==> src/rtl/ni_pkg.sv <==
// ni_pkg: shared definitions for the Wishbone-to-NoC network interface.
//   FLIT_W        flit width (2-bit type + 32-bit payload)
//   flit_type_e   flit type codes carried in flit[33:32]
//   HEAD_*        bit positions of the fields inside a head payload
//   TIMEOUT_DATA  read data returned when no response arrives in time
//   ni_state_e    request/response sequencer states
//   pack_head     builds a head payload from its fields
//   pack_flit     joins a type code and a payload into one flit
package ni_pkg;

  localparam int unsigned FLIT_W = 34;

  typedef enum logic [1:0] {
    FLIT_BODY   = 2'b00,
    FLIT_HEAD   = 2'b01,
    FLIT_TAIL   = 2'b10,
    FLIT_SINGLE = 2'b11
  } flit_type_e;

  localparam int unsigned HEAD_DEST_LSB = 28;
  localparam int unsigned HEAD_SRC_LSB  = 24;
  localparam int unsigned HEAD_WE_BIT   = 23;
  localparam int unsigned HEAD_SEL_LSB  = 19;

  localparam logic [31:0] TIMEOUT_DATA = 32'hDEAD_BEEF;

  typedef enum logic [2:0] {
    ST_IDLE,
    ST_SEND_HEAD,
    ST_SEND_ADDR,
    ST_SEND_DATA,
    ST_WAIT_RESP,
    ST_DONE
  } ni_state_e;

  function automatic logic [31:0] pack_head(input logic [3:0] dest,
                                            input logic [3:0] src,
                                            input logic       we,
                                            input logic [3:0] sel);
    logic [31:0] h;
    h                     = '0;
    h[HEAD_DEST_LSB +: 4] = dest;
    h[HEAD_SRC_LSB +: 4]  = src;
    h[HEAD_WE_BIT]        = we;
    h[HEAD_SEL_LSB +: 4]  = sel;
    return h;
  endfunction

  function automatic logic [FLIT_W-1:0] pack_flit(input flit_type_e  t,
                                                  input logic [31:0] payload);
    return {t, payload};
  endfunction

endpackage

==> src/rtl/wishbone_noc_ni.sv <==
// wishbone_noc_ni: Wishbone slave that turns each transfer into a NoC request
// packet and returns the single-flit response as the Wishbone read data.
//   clk_i, rst_n        clock, synchronous active-low reset
//   wb_cyc_i/stb_i/we_i Wishbone cycle, strobe, write enable
//   wb_addr_i           address; [31:28] selects the destination node
//   wb_data_i/sel_i     write data and byte select
//   wb_data_o           read data (DEADBEEF on timeout)
//   wb_ack_o/err_o      one-cycle completion / timeout pulses
//   tx_valid_o/flit_o   request flit to the NoC, tx_ready_i accepts it
//   rx_valid_i/flit_i   response flit from the NoC, rx_ready_o accepts it
// Writes go out as HEAD, BODY(addr), TAIL(wdata); reads as HEAD, TAIL(addr).
module wishbone_noc_ni
  import ni_pkg::*;
#(
  parameter logic [3:0]  SRC_ID      = 4'd0,
  parameter int unsigned TIMEOUT_CYC = 1024
) (
  input  logic              clk_i,
  input  logic              rst_n,
  input  logic              wb_cyc_i,
  input  logic              wb_stb_i,
  input  logic              wb_we_i,
  input  logic [31:0]       wb_addr_i,
  input  logic [31:0]       wb_data_i,
  input  logic [3:0]        wb_sel_i,
  output logic [31:0]       wb_data_o,
  output logic              wb_ack_o,
  output logic              wb_err_o,
  output logic              tx_valid_o,
  output logic [FLIT_W-1:0] tx_flit_o,
  input  logic              tx_ready_i,
  input  logic              rx_valid_i,
  input  logic [FLIT_W-1:0] rx_flit_i,
  output logic              rx_ready_o
);

  localparam int unsigned CNT_W = (TIMEOUT_CYC > 1) ? $clog2(TIMEOUT_CYC) : 1;

  ni_state_e        state;
  logic [31:0]      addr_q;
  logic [31:0]      data_q;
  logic             we_q;
  logic [3:0]       sel_q;
  logic [CNT_W-1:0] cnt;
  // Set once the master abandons the cycle; the packet still drains but
  // the completion pulse is withheld.
  logic             abort_q;
  logic             abort_now;
  logic             resp_hit;
  logic             timed_out;

  always_comb begin
    abort_now = abort_q | ~wb_cyc_i;
    resp_hit  = rx_valid_i && (rx_flit_i[FLIT_W-1 -: 2] == FLIT_SINGLE);
    timed_out = (cnt == CNT_W'(TIMEOUT_CYC - 1));
  end

  always_ff @(posedge clk_i) begin
    if (!rst_n) begin
      state      <= ST_IDLE;
      addr_q     <= '0;
      data_q     <= '0;
      we_q       <= 1'b0;
      sel_q      <= '0;
      cnt        <= '0;
      abort_q    <= 1'b0;
      wb_data_o  <= '0;
      wb_ack_o   <= 1'b0;
      wb_err_o   <= 1'b0;
      tx_valid_o <= 1'b0;
      tx_flit_o  <= '0;
      rx_ready_o <= 1'b0;
    end else begin
      wb_ack_o <= 1'b0;
      wb_err_o <= 1'b0;
      if (state != ST_IDLE && state != ST_DONE && !wb_cyc_i) begin
        abort_q <= 1'b1;
      end

      case (state)
        ST_IDLE: begin
          if (wb_cyc_i && wb_stb_i) begin
            addr_q     <= wb_addr_i;
            data_q     <= wb_data_i;
            we_q       <= wb_we_i;
            sel_q      <= wb_sel_i;
            abort_q    <= 1'b0;
            tx_valid_o <= 1'b1;
            tx_flit_o  <= pack_flit(FLIT_HEAD,
                                    pack_head(wb_addr_i[31:28], SRC_ID,
                                              wb_we_i, wb_sel_i));
            state      <= ST_SEND_HEAD;
          end
        end

        ST_SEND_HEAD: begin
          if (tx_ready_i) begin
            // The address closes a read packet but is a body flit of a write.
            tx_flit_o <= pack_flit(we_q ? FLIT_BODY : FLIT_TAIL, addr_q);
            state     <= ST_SEND_ADDR;
          end
        end

        ST_SEND_ADDR: begin
          if (tx_ready_i) begin
            if (we_q) begin
              tx_flit_o <= pack_flit(FLIT_TAIL, data_q);
              state     <= ST_SEND_DATA;
            end else begin
              tx_valid_o <= 1'b0;
              tx_flit_o  <= '0;
              rx_ready_o <= 1'b1;
              cnt        <= '0;
              state      <= ST_WAIT_RESP;
            end
          end
        end

        ST_SEND_DATA: begin
          if (tx_ready_i) begin
            tx_valid_o <= 1'b0;
            tx_flit_o  <= '0;
            rx_ready_o <= 1'b1;
            cnt        <= '0;
            state      <= ST_WAIT_RESP;
          end
        end

        ST_WAIT_RESP: begin
          // Non-SINGLE flits are accepted (rx_ready_o stays high) and ignored.
          if (resp_hit) begin
            wb_data_o  <= rx_flit_i[31:0];
            wb_ack_o   <= ~abort_now;
            rx_ready_o <= 1'b0;
            state      <= ST_DONE;
          end else if (timed_out) begin
            wb_data_o  <= TIMEOUT_DATA;
            wb_err_o   <= ~abort_now;
            rx_ready_o <= 1'b0;
            state      <= ST_DONE;
          end else begin
            cnt <= cnt + 1'b1;
          end
        end

        ST_DONE: begin
          state <= ST_IDLE;
        end

        default: begin
          state <= ST_IDLE;
        end
      endcase
    end
  end

endmodule

==> config.mk <==
export PLATFORM = sky130hd
export DESIGN_NAME = wishbone_noc_ni
export DESIGN_NICKNAME = d
export VERILOG_FILES = /design/src/rtl/ni_pkg.sv /design/src/rtl/wishbone_noc_ni.sv
export SDC_FILE = /design/constraint.sdc
export NUM_CORES = 1
export LEC_CHECK = 0
export BUFFER_PORTS_ARGS = -buffer_cell sky130_fd_sc_hd__clkbuf_2
export CELL_PAD_IN_SITES_DETAIL_PLACEMENT = 1
export CELL_PAD_IN_SITES_GLOBAL_PLACEMENT = 1
export CORE_UTILIZATION = 38
export DETAILED_ROUTE_END_ITERATION = 7
export PLACE_DENSITY = 0.78
export SYNTH_ARGS = -nofsm -noshare
export SYNTH_HDL_FRONTEND = slang
export SYNTH_SLANG_ARGS = --single-unit
==> constraint.sdc <==
create_clock -name clk_i -period 2.1 [get_ports clk_i]
set_input_delay 0.105 -clock clk_i [delete_from_list [all_inputs] [get_ports clk_i]]
set_output_delay 0.105 -clock clk_i [all_outputs]
set_load 0.05 [all_outputs]
==> results.py <==
metrics = {
    "place": {
        "detailedPlacementHpwl_mm": 11.98,
        "numPlacedInstances": 995,
        "portBuffers": 178,
        "pre_cts_slack_ps": 77.53,
        "globalplace.congestion": 0.8518,
    },
    "global_routing": {
        "grt.busiest_layer": "met2",
        "track_usage_pct": 26.41,
        "initial_antenna_violation_count": 2,
        "grt_met2_use_pct": 48.46,
        "grt_pass1_wl_mm": 33.24,
        "grt_use_met3_pct": 5.778,
        "grt_max_degree": 59,
        "grt.met1_usage_pct": 28.79,
        "first_global_vias": 6523,
        "gr-total-overflow": 0,
    },
    "sta": {
        "clock.fmax_ghz": 0.5150,
        "rsz0062_at_grt": "no",
        "finalSetupViolations": 0,
        "slew_violations": 0,
        "final.setup.tns_ps": 0,
        "worst_slew_pin_slew_ps": 692.8,
        "max_slew_margin_pct": 53.81,
        "worst_slack_ps": 158.1,
        "final-hold-violation-count": 0,
        "layout_worst_path_cycle_share_pct": 92.47,
        "layout_min_cycle_time_ps": 1942,
        "fin_worst_skew_ps": 10.75,
    },
    "route": {
        "detail_route.iter0.violations": 232,
        "vias_per_cell": 5.425,
        "detail_route.drc_violations": 0,
        "first_pass_iters": 5,
        "drtAntennaViolNets": 0,
        "via_count": 6103,
        "wl_mm": 21.02,
        "wl_per_cell_um": 18.69,
    },
    "layout": {
        "fin_cells": 1125,
        "commonest_cells_after_routing_fill_and_taps_aside": "178 x clkbuf_2, 165 x nand2_1, 147 x dfxtp_1",
        "layout.cells.most_common": "clkbuf_2",
        "n_fill_cell": 1760,
        "layout-drive-gt1-share_pct": 27.59,
        "area_growth_pct": 44.50,
        "nets": 1033,
        "ff_latch_area_um2": 2985,
        "multi_input_comb_area_um2": 2633,
    },
    "clocking": {
        "later_pin_clock_latency_in_the_skew_report_ps": 420,
        "cts_sinks": 149,
        "tritoncts.num_buffers": 17,
        "cts_setup_buffers": 0,
        "ctsRootBufferMaster": "clkbuf_16",
        "cts_tree": "yes",
        "clock_tree.htree_level_count": 4,
        "clkTransAtPathRegs_ps": 60,
        "cts.path.max_buffers": 2,
    },
    "pwr": {
        "ir_worst_vdd_mv": 0.6148,
        "static_leakage_nw": 3.447,
        "powerDensity_nw_per_um2": 884.0,
    },
    "synthesis": {
        "post_synth_num_cell_types": 58,
        "avgSynthCellArea_um2": 8.829,
        "synth_cells": 670,
        "synth_enable_flop_cells": 0,
        "seq_area_frac_synth_pct": 50.42,
        "syn-cell-area_um2": 5916,
        "synth-main-ff-cell": "dfxtp_1",
        "synthesized_nets": 780,
        "yosys_register_bits": 149,
        "synth-warning-count": 0,
        "asyncSetResetFlopFracSynth_pct": 0,
    },
    "die": {
        "design.die.area_um2": 16070,
        "initial_core_util_pct": 38.91,
        "io_pins": 179,
        "dieHeight_um": 126.8,
        "row_count": 45,
        "core_box_area_um2": 15200,
        "dieWidth_um": 126.8,
    },
    "worst_setup_path": {
        "worstSetupStartpointType": "flip-flop",
        "critical_path_arrival_ps": 2300,
        "worst_ep_required_time_ps": 2460,
        "critical_path.cell_chain": "or3b_4, or2_1, buf_4, nand2_8, o221a_1",
        "critical_path.slowest_cell": "dfxtp_1",
        "setup.worst_path.class": "flip-flop to flip-flop",
        "critical_path.endpoint_type": "flip-flop",
        "worst_path_largest_cell_delay_ps": 470,
        "worst-path-max-fanout": 34,
    },
    "worst_hold_path": {
        "worst_hold_path_type": "input pin to flip-flop",
    },
    "flow_run": {
        "maxCapViolCount": 0,
    },
    "run_status": {
        "run_status": "completed",
    },
}
==> through the flow <==
step | total power [W] | util, % | hold WS [ps] | instance area [um^2]
4_1_cts | 0.007552 | 56.18 | 34.94 | 8541
2_1_floorplan | 0.003793 | - | 241.0 | 5916
6_report | 0.007557 | 56.23 | 53.08 | 8548
3_3_place_gp | 0.004118 | 45.62 | 327.8 | 6935
3_5_place_dp | 0.004155 | 45.62 | 338.2 | 6935
5_1_grt | 0.007827 | 56.23 | 55.18 | 8548
==> path summary, 6_finish.rpt <==
path                            depth (start not counted)        from             to  slack [ps]
worst max register to register                          5    state[2]  wb_data_o[18]         160
worst max-delay path                                    5    state[2]  wb_data_o[18]         160
worst min-delay path                                    3    wb_cyc_i       wb_ack_o          50
worst min register to register                          2  addr_q[11]     addr_q[11]         450
==> Yosys cell counts, types with 2 or more instances <==
cell type | instances | area, um^2
a211oi_1 | 4 | 30.03
a21oi_1 | 82 | 410.4
a221oi_1 | 2 | 17.52
a22oi_1 | 21 | 157.7
a2bb2oi_1 | 30 | 262.8
a311oi_1 | 2 | 17.52
a31oi_1 | 6 | 37.54
and2_1 | 2 | 12.51
and3_1 | 3 | 18.77
and4_1 | 3 | 26.28
buf_1 | 3 | 11.26
buf_12 | 2 | 40.04
buf_2 | 16 | 80.08
buf_6 | 5 | 56.30
clkbuf_1 | 29 | 108.9
dfxtp_1 | 149 | 2983
inv_1 | 6 | 22.52
nand2_1 | 165 | 619.3
nand2b_1 | 2 | 12.51
nand3_1 | 14 | 70.07
nand3b_1 | 2 | 15.01
nor2_1 | 29 | 108.9
nor2_2 | 2 | 12.51
nor3_1 | 10 | 50.05
o21a_1 | 2 | 15.01
o21ai_0 | 15 | 75.07
o221a_1 | 6 | 67.56
o221a_2 | 19 | 214.0
o2bb2ai_1 | 9 | 78.83
or2_1 | 2 | 12.51
==> state kept, by name, summed over array words and instances, names as in the netlist <==
signal	flops
wb_ack_o	1
rx_ready_o	1
tx_valid_o	1
abort_q	1
data_q	32
state	3
cnt	10
wb_data_o	32
we_q	1
tx_flit_o	34
addr_q	32
wb_err_o	1
==> power breakdown <==
part	switching, W	leakage [nW]	total (W)	internal (W)
Clock	0.00117	0.309	0.00328	0.00211
Combinational	0.000723	1.93	0.00120	0.000481
Sequential	0.000103	1.21	0.00307	0.00297
==> logic make-up after synthesis <==
group | after synthesis | synth area share [%]
AOI/OAI and AO/OA | 208 | 24.85
and+or+nand+nor | 248 | 18.76
DFF | 149 | 50.42
buffers and inverters | 63 | 5.605
xor gates and xnor gates | 1 | 0.1481
adders and majority gates | 1 | 0.2115
==> what timing repair did <==
action	CTS	global route
hold endpoints to repair	97	0
hold buffers	97	0
resized for setup	0	2
setup endpoints to repair	0	1
==> layer usage <==
| metal | wire [um] | share of wire, % |
|---|---|---|
| met5 | 0 | 0 |
| met1 | 8533 | 41 |
| met3 | 970 | 4.6 |
| met4 | 705 | 3.4 |
| met2 | 10810 | 51 |
==> final cells by class <==
class | count | area share (%)
diodes | 2 | 0.05855
well taps | 188 | 2.752
clock inverters | 8 | 1.713
repair buffers | 291 | 23.77
flip-flops and latches | 149 | 34.92
clock buffers | 23 | 5.708
inverters | 6 | 0.2781
multi-input cells | 458 | 30.80
==> worst max-delay path, delay by kind of cell (launching register included) <==
kind	cells	cell delay, ps
and+or+nand+nor	3	930
DFF	1	470
buffers and inverters	1	260
AOI/OAI and AO/OA	1	220
(Power assumes the default switching activity.)
